$ cat src/rtl/period_meter.sv
// -----------------------------------------------------------------------------
// period_meter
//
// Measures the number of clk cycles between consecutive selected edges of an
// asynchronous input. The input is first synchronised. Each completed interval
// is reported on dout, and new_data pulses high for one cycle when it is
// reported. If an interval is longer than the counter can hold, dout reads
// 2^WIDTH-1 and overflow is set. The first, partial interval after arming is
// discarded.
//
// Parameters:
//   WIDTH        width of the interval counter and of dout / high_time
//   SYNC_STAGES  synchroniser depth on signal_in (minimum 2)
//
// Ports:
//   clk        system clock, rising edge
//   reset      asynchronous active-low reset
//   signal_in  asynchronous measured signal
//   enable     measurement enable, synchronous to clk
//   edge_sel   00 falling, 01 rising, 10 both, 11 none
//   new_data   one-cycle strobe: dout / overflow (/ high_time) just updated
//   dout       last measured interval in clk cycles
//   overflow   last interval saturated
//   high_time  (PERIOD_METER_HIGH_TIME_EN only) cycles with the synchronised
//              input high inside the last interval
//
// Optional feature macro: PERIOD_METER_HIGH_TIME_EN
// -----------------------------------------------------------------------------
module period_meter #(
  parameter int WIDTH       = 8,
  parameter int SYNC_STAGES = 2
) (
  input  logic             clk,
  input  logic             reset,
  input  logic             signal_in,
  input  logic             enable,
  input  logic [1:0]       edge_sel,
  output logic             new_data,
  output logic [WIDTH-1:0] dout,
  output logic             overflow
`ifdef PERIOD_METER_HIGH_TIME_EN
  ,
  output logic [WIDTH-1:0] high_time
`endif
);

  typedef enum logic [1:0] {
    IDLE    = 2'd0,
    ARM     = 2'd1,
    MEASURE = 2'd2
  } state_t;

  localparam logic [WIDTH-1:0] CNT_MAX = '1;
  localparam logic [WIDTH-1:0] CNT_ONE = WIDTH'(1);

  // ---------------------------------------------------------------------------
  // Synchroniser, previous-sample flop and edge_sel history
  // ---------------------------------------------------------------------------
  logic [SYNC_STAGES-1:0] sync_q;
  logic                   s_sync;
  logic                   s_prev;
  logic [1:0]             edge_sel_q;

  assign s_sync = sync_q[SYNC_STAGES-1];

  // NOTE: sequential state uses non-blocking assignments so every flop samples
  // the pre-edge value of its neighbours; blocking here would collapse the
  // synchroniser chain into a single stage.
  always_ff @(posedge clk or negedge reset) begin
    if (!reset) begin
      sync_q     <= '0;
      s_prev     <= 1'b0;
      edge_sel_q <= 2'b00;
    end else begin
      sync_q     <= {sync_q[SYNC_STAGES-2:0], signal_in};
      s_prev     <= s_sync;
      edge_sel_q <= edge_sel;
    end
  end

  // ---------------------------------------------------------------------------
  // Edge selection
  // ---------------------------------------------------------------------------
  logic rise, fall, ev, sel_change;

  assign rise       = s_sync & ~s_prev;
  assign fall       = ~s_sync & s_prev;
  assign sel_change = (edge_sel != edge_sel_q);

  always_comb begin
    case (edge_sel)
      2'b00:   ev = fall;
      2'b01:   ev = rise;
      2'b10:   ev = rise | fall;
      default: ev = 1'b0;
    endcase
  end

  // ---------------------------------------------------------------------------
  // FSM and measurement datapath
  // ---------------------------------------------------------------------------
  state_t           state_q, state_d;
  logic [WIDTH-1:0] cnt_q, cnt_d;
  logic             sat_q, sat_d;
  logic [WIDTH-1:0] dout_d;
  logic             overflow_d;
  logic             new_data_d;
`ifdef PERIOD_METER_HIGH_TIME_EN
  logic [WIDTH-1:0] hcnt_q, hcnt_d;
  logic [WIDTH-1:0] high_time_d;
`endif

  // NOTE: every signal written here gets a default first, so no path through
  // the case/if tree leaves one unassigned and no latch is inferred.
  always_comb begin
    state_d    = state_q;
    cnt_d      = cnt_q;
    sat_d      = sat_q;
    dout_d     = dout;
    overflow_d = overflow;
    new_data_d = 1'b0;
`ifdef PERIOD_METER_HIGH_TIME_EN
    hcnt_d      = hcnt_q;
    high_time_d = high_time;
`endif

    if (!enable) begin
      // Disable wins over everything, including a coincident edge.
      state_d = IDLE;
      cnt_d   = '0;
      sat_d   = 1'b0;
`ifdef PERIOD_METER_HIGH_TIME_EN
      hcnt_d  = '0;
`endif
    end else if (sel_change) begin
      // New edge selection: the running interval is meaningless, re-arm.
      state_d = ARM;
      cnt_d   = '0;
      sat_d   = 1'b0;
`ifdef PERIOD_METER_HIGH_TIME_EN
      hcnt_d  = '0;
`endif
    end else begin
      case (state_q)
        IDLE: begin
          state_d = ARM;
        end
        ARM: begin
          if (ev) begin
            state_d = MEASURE;
            cnt_d   = CNT_ONE;
            sat_d   = 1'b0;
`ifdef PERIOD_METER_HIGH_TIME_EN
            hcnt_d  = {{(WIDTH-1){1'b0}}, s_sync};
`endif
          end
        end
        MEASURE: begin
          if (ev) begin
            // The edge cycle itself is the first cycle of the next interval.
            dout_d     = cnt_q;
            overflow_d = sat_q;
            new_data_d = 1'b1;
            cnt_d      = CNT_ONE;
            sat_d      = 1'b0;
`ifdef PERIOD_METER_HIGH_TIME_EN
            high_time_d = hcnt_q;
            hcnt_d      = {{(WIDTH-1){1'b0}}, s_sync};
`endif
          end else begin
            if (cnt_q == CNT_MAX) begin
              sat_d = 1'b1;
            end else begin
              cnt_d = cnt_q + CNT_ONE;
            end
`ifdef PERIOD_METER_HIGH_TIME_EN
            if (s_sync && (hcnt_q != CNT_MAX)) begin
              hcnt_d = hcnt_q + CNT_ONE;
            end
`endif
          end
        end
        default: begin
          state_d = IDLE;
          cnt_d   = '0;
          sat_d   = 1'b0;
        end
      endcase
    end
  end

  always_ff @(posedge clk or negedge reset) begin
    if (!reset) begin
      state_q   <= IDLE;
      cnt_q     <= '0;
      sat_q     <= 1'b0;
      dout      <= '0;
      overflow  <= 1'b0;
      new_data  <= 1'b0;
`ifdef PERIOD_METER_HIGH_TIME_EN
      hcnt_q    <= '0;
      high_time <= '0;
`endif
    end else begin
      state_q   <= state_d;
      cnt_q     <= cnt_d;
      sat_q     <= sat_d;
      dout      <= dout_d;
      overflow  <= overflow_d;
      new_data  <= new_data_d;
`ifdef PERIOD_METER_HIGH_TIME_EN
      hcnt_q    <= hcnt_d;
      high_time <= high_time_d;
`endif
    end
  end

endmodule
$ cat config.mk
export PLATFORM = sky130hd
export DESIGN_NAME = period_meter
export DESIGN_NICKNAME = d
export VERILOG_FILES = /design/src/rtl/period_meter.sv
export SDC_FILE = /design/constraint.sdc
export NUM_CORES = 1
export LEC_CHECK = 0
export BUFFER_PORTS_ARGS = -buffer_cell sky130_fd_sc_hd__buf_2
export CAP_MARGIN = 20
export CORE_ASPECT_RATIO = 0.6
export CORE_MARGIN = 3
export CORE_UTILIZATION = 41
export DETAILED_ROUTE_END_ITERATION = 10
export HOLD_SLACK_MARGIN = 0.05
export PLACE_DENSITY = 0.57
export SLEW_MARGIN = 25
export SYNTH_ARGS = -nofsm -noshare
export SYNTH_HDL_FRONTEND = slang
export SYNTH_SLANG_ARGS = --single-unit
export TNS_END_PERCENT = 20
$ cat constraint.sdc
create_clock -name clk -period 3.5 [get_ports clk]
set_input_delay 0.35 -clock clk [delete_from_list [all_inputs] [get_ports clk]]
set_output_delay 0.35 -clock clk [all_outputs]
set_load 0.01 [all_outputs]
==> flow_summary.toml <==
[routing]
wire_per_inst_um = 14.11
drtAntennaViolNets = 0
wl_mm = 2.497
vias = 917
drt_first_pass_iters = 4
drt_iter0_drc = 50
drc = 0
via_per_inst = 5.181

[global_route]
grt_pass1_wl_mm = 4.409
top_usage_layer = "met1"
grt_usage_pct = 14.33
use_met1_pct = 20.88
grt_pass1_vias = 934
antenna_found_initial = 0
use_met3_pct = 4.659
grt_util_met2_pct = 20.19
grt_max_degree = 27
grt_overflow = 0

[cts]
root_buffer = "clkbuf_8"
htree_levels = 1
cts.sinks = 26
path_clk_slew_ns = 0.09
clock_latency_ns = 0.27
cts_setup_buffers = 0
cts_resized = 0
postCtsHoldBufs = 0
cts_tree = "built"
cts-buffers-inserted = 3
cts_buffer_depth = 2

[sta]
slew_viol_final = 0
finalSetupViolCount = 0
rsz0062_at_grt = "false"
fin_crit_sh_pct = 61.88
hold_viol_final = 0
slew_headroom_pct = 62.24
finalWorstSetupSlack_ns = 1.334
tns_ns = 0
max_freq_mhz = 461.7
period_needed_ns = 2.166
worst_pin_slew_ns = 0.5664
clock_skew_ns = 0.004660

[setup_path]
arrival_ns = 2.32
crit_cells = 7
crit_chain = "inv_1, ha_1, nand2_1, nor3_2, a22oi_2, o21ai_4, mux2_1"
cp_max_fo = 7
critical_path_class = "register to register"
cp.required_ns = 3.66
crit_buf_inv = 1
start_kind = "register"
reg2regPathDepth = 7
cpMaxStageDelayCell = "dfrtp_1"
cp_top_family = "simple AND/OR/NAND/NOR gates"
end_kind = "register"
cpPeakStageDelay_ns = 0.38

[placement]
dp_hpwl_mm = 1.831
preCtsSetupSlack_ns = 1.388
io_buffers = 15
gp_congestion = 0.8330

[run_status]
status = "finished clean"

[power]
seq_power_share_pct = 50.7
power_density_nw_per_um2 = 388.4
power_switching_mw = 0.1308
ir_worst_vdd_mv = 0.1717
clkPwrFrac_pct = 40.8
combPwrFrac_pct = 8.6
p_int_mw = 0.4756
p_leak_nw = 0.7646
switching_share_pct = 21.57

[yosys]
yosysSeqAreaShare_pct = 47.62
synth_compound_area_share_pct = 13.74
yosysWarningCount = 0
synth_top_family_by_area = "simple AND/OR/NAND/NOR gates"
avgSynthCellArea_um2 = 11.68
synth_area_leaders = "dfrtp_1 (48%), mux2_2 (7.4%), ha_1 (5.5%), inv_1 (2.5%), nand2_1 (2.2%)"
synthAdderAreaFrac_pct = 5.495
syn_inst = 117
ys_seq_elements = 26
synthDistinctLibCells = 42
synthArstFlopShare_pct = 100.0
synth_xor_area_share_pct = 1.282
synth_simple_gate_area_share_pct = 19.41
syn-num-nets = 129
synth_top_area_share_pct = 47.62
synth_edf_count = 0
synth_top_area_cell = "dfrtp_1"
netlist_area_um2 = 1366
synth_ff_type = "dfrtp_1"
synthMuxAreaShare_pct = 9.707

[floorplanning]
die_y_um = 50.72
start_util_pct = 45.22
die_area_um2 = 4084
die_w_um = 80.53
core_region_area_um2 = 3022
ioPinCount = 16
rows = 15

[finish]
num_antenna_cells = 0
drive_gt1_share_pct = 33.33
final_nets = 148
syn2layout_area_growth_pct = 14.29

[run]
maxCapViolCount = 0

[hold_path]
hold_path_class = "input port to async pin"
==> final timing paths <==
kind / end / start / slack [ns]
max: cnt_q[0] / state_q[0] / 1.33
min: dout[7] / reset / 0.06
max reg2reg: cnt_q[0] / state_q[0] / 1.33
min reg2reg: sync_q[1] / sync_q[0] / 0.36
max in group asynchronous: cnt_q[4] / reset / 3.06
min in group clk: sync_q[0] / signal_in / 0.18
==> cells by family after synthesis <==
kind of cell	after synthesis
mux	12
simple gates	38
compound gates	23
fa+ha+maj	6
flops	26
buf+inv	10
xor+xnor	2
==> metal layers <==
metal  vias up  part of all wire, %
met5         -                    0
met2        17                   41
met4         0                 0.60
li1        460                    -
met1       438                   54
met3         2                  3.6
==> area by class of cell <==
type                    instances  area (um^2)
fillers                       285         1460
clock buffers                   3        41.29
flip-flops and latches         26        650.6
well taps                      42        52.55
multi-input cells              81        678.2
repair buffers                 15        75.07
inverters                       9        33.78
clock inverters                 1        30.03
==> power by group through the flow <==
stage                     Clock, mW  Combinational (mW)  Sequential (mW)
after floorplan                   0              0.0346            0.313
after global placement            0              0.0517            0.313
after detailed placement          0              0.0524            0.313
after CTS                     0.255              0.0525            0.307
after global routing          0.272              0.0594            0.308
final                         0.247              0.0519            0.307
==> cell usage in the layout, fill, tap and decap left out, types with 3 or more instances in the layout <==
master | synthesis | final
ha_1 | 6 | 6
dfrtp_1 | 26 | 26
mux2_2 | 9 | 9
o21a_1 | 3 | 3
nor2_1 | 5 | 5
nand2_1 | 8 | 8
clkbuf_8 | 0 | 3
nand3_1 | 3 | 3
inv_1 | 9 | 9
or2_2 | 3 | 3
a21boi_0 | 3 | 3
buf_2 | 0 | 15
==> sequential cells by signal, indices dropped and copies added (netlist names), 2 cells and up <==
name,count
cnt_q,8
edge_sel_q,2
state_q,2
dout,8
sync_q,2
==> metrics by stage <==
stage	instance area (um^2)	instances	total power, mW	utilization (%)	hold slack (ns)
final	1562	177	0.6064	51.68	0.06479
after global routing	1562	177	0.6393	51.68	0.09964
after CTS	1562	177	0.6147	51.68	0.08665
after detailed placement	1490	173	0.3658	49.32	0.3372
after global placement	1490	173	0.3647	49.32	0.3335
after floorplan	1366	117	0.3475	-	0.05441
==> Yosys cell counts, drive strengths merged, types with 3 or more instances <==
cell type,n
or2,3
ha,6
nor2,5
o21ai,3
dfrtp,26
mux2,10
nor3,3
nand2,9
nand3,3
a21boi,3
inv,9
o21a,3
No activity file was read; power rests on OpenSTA's default activity.
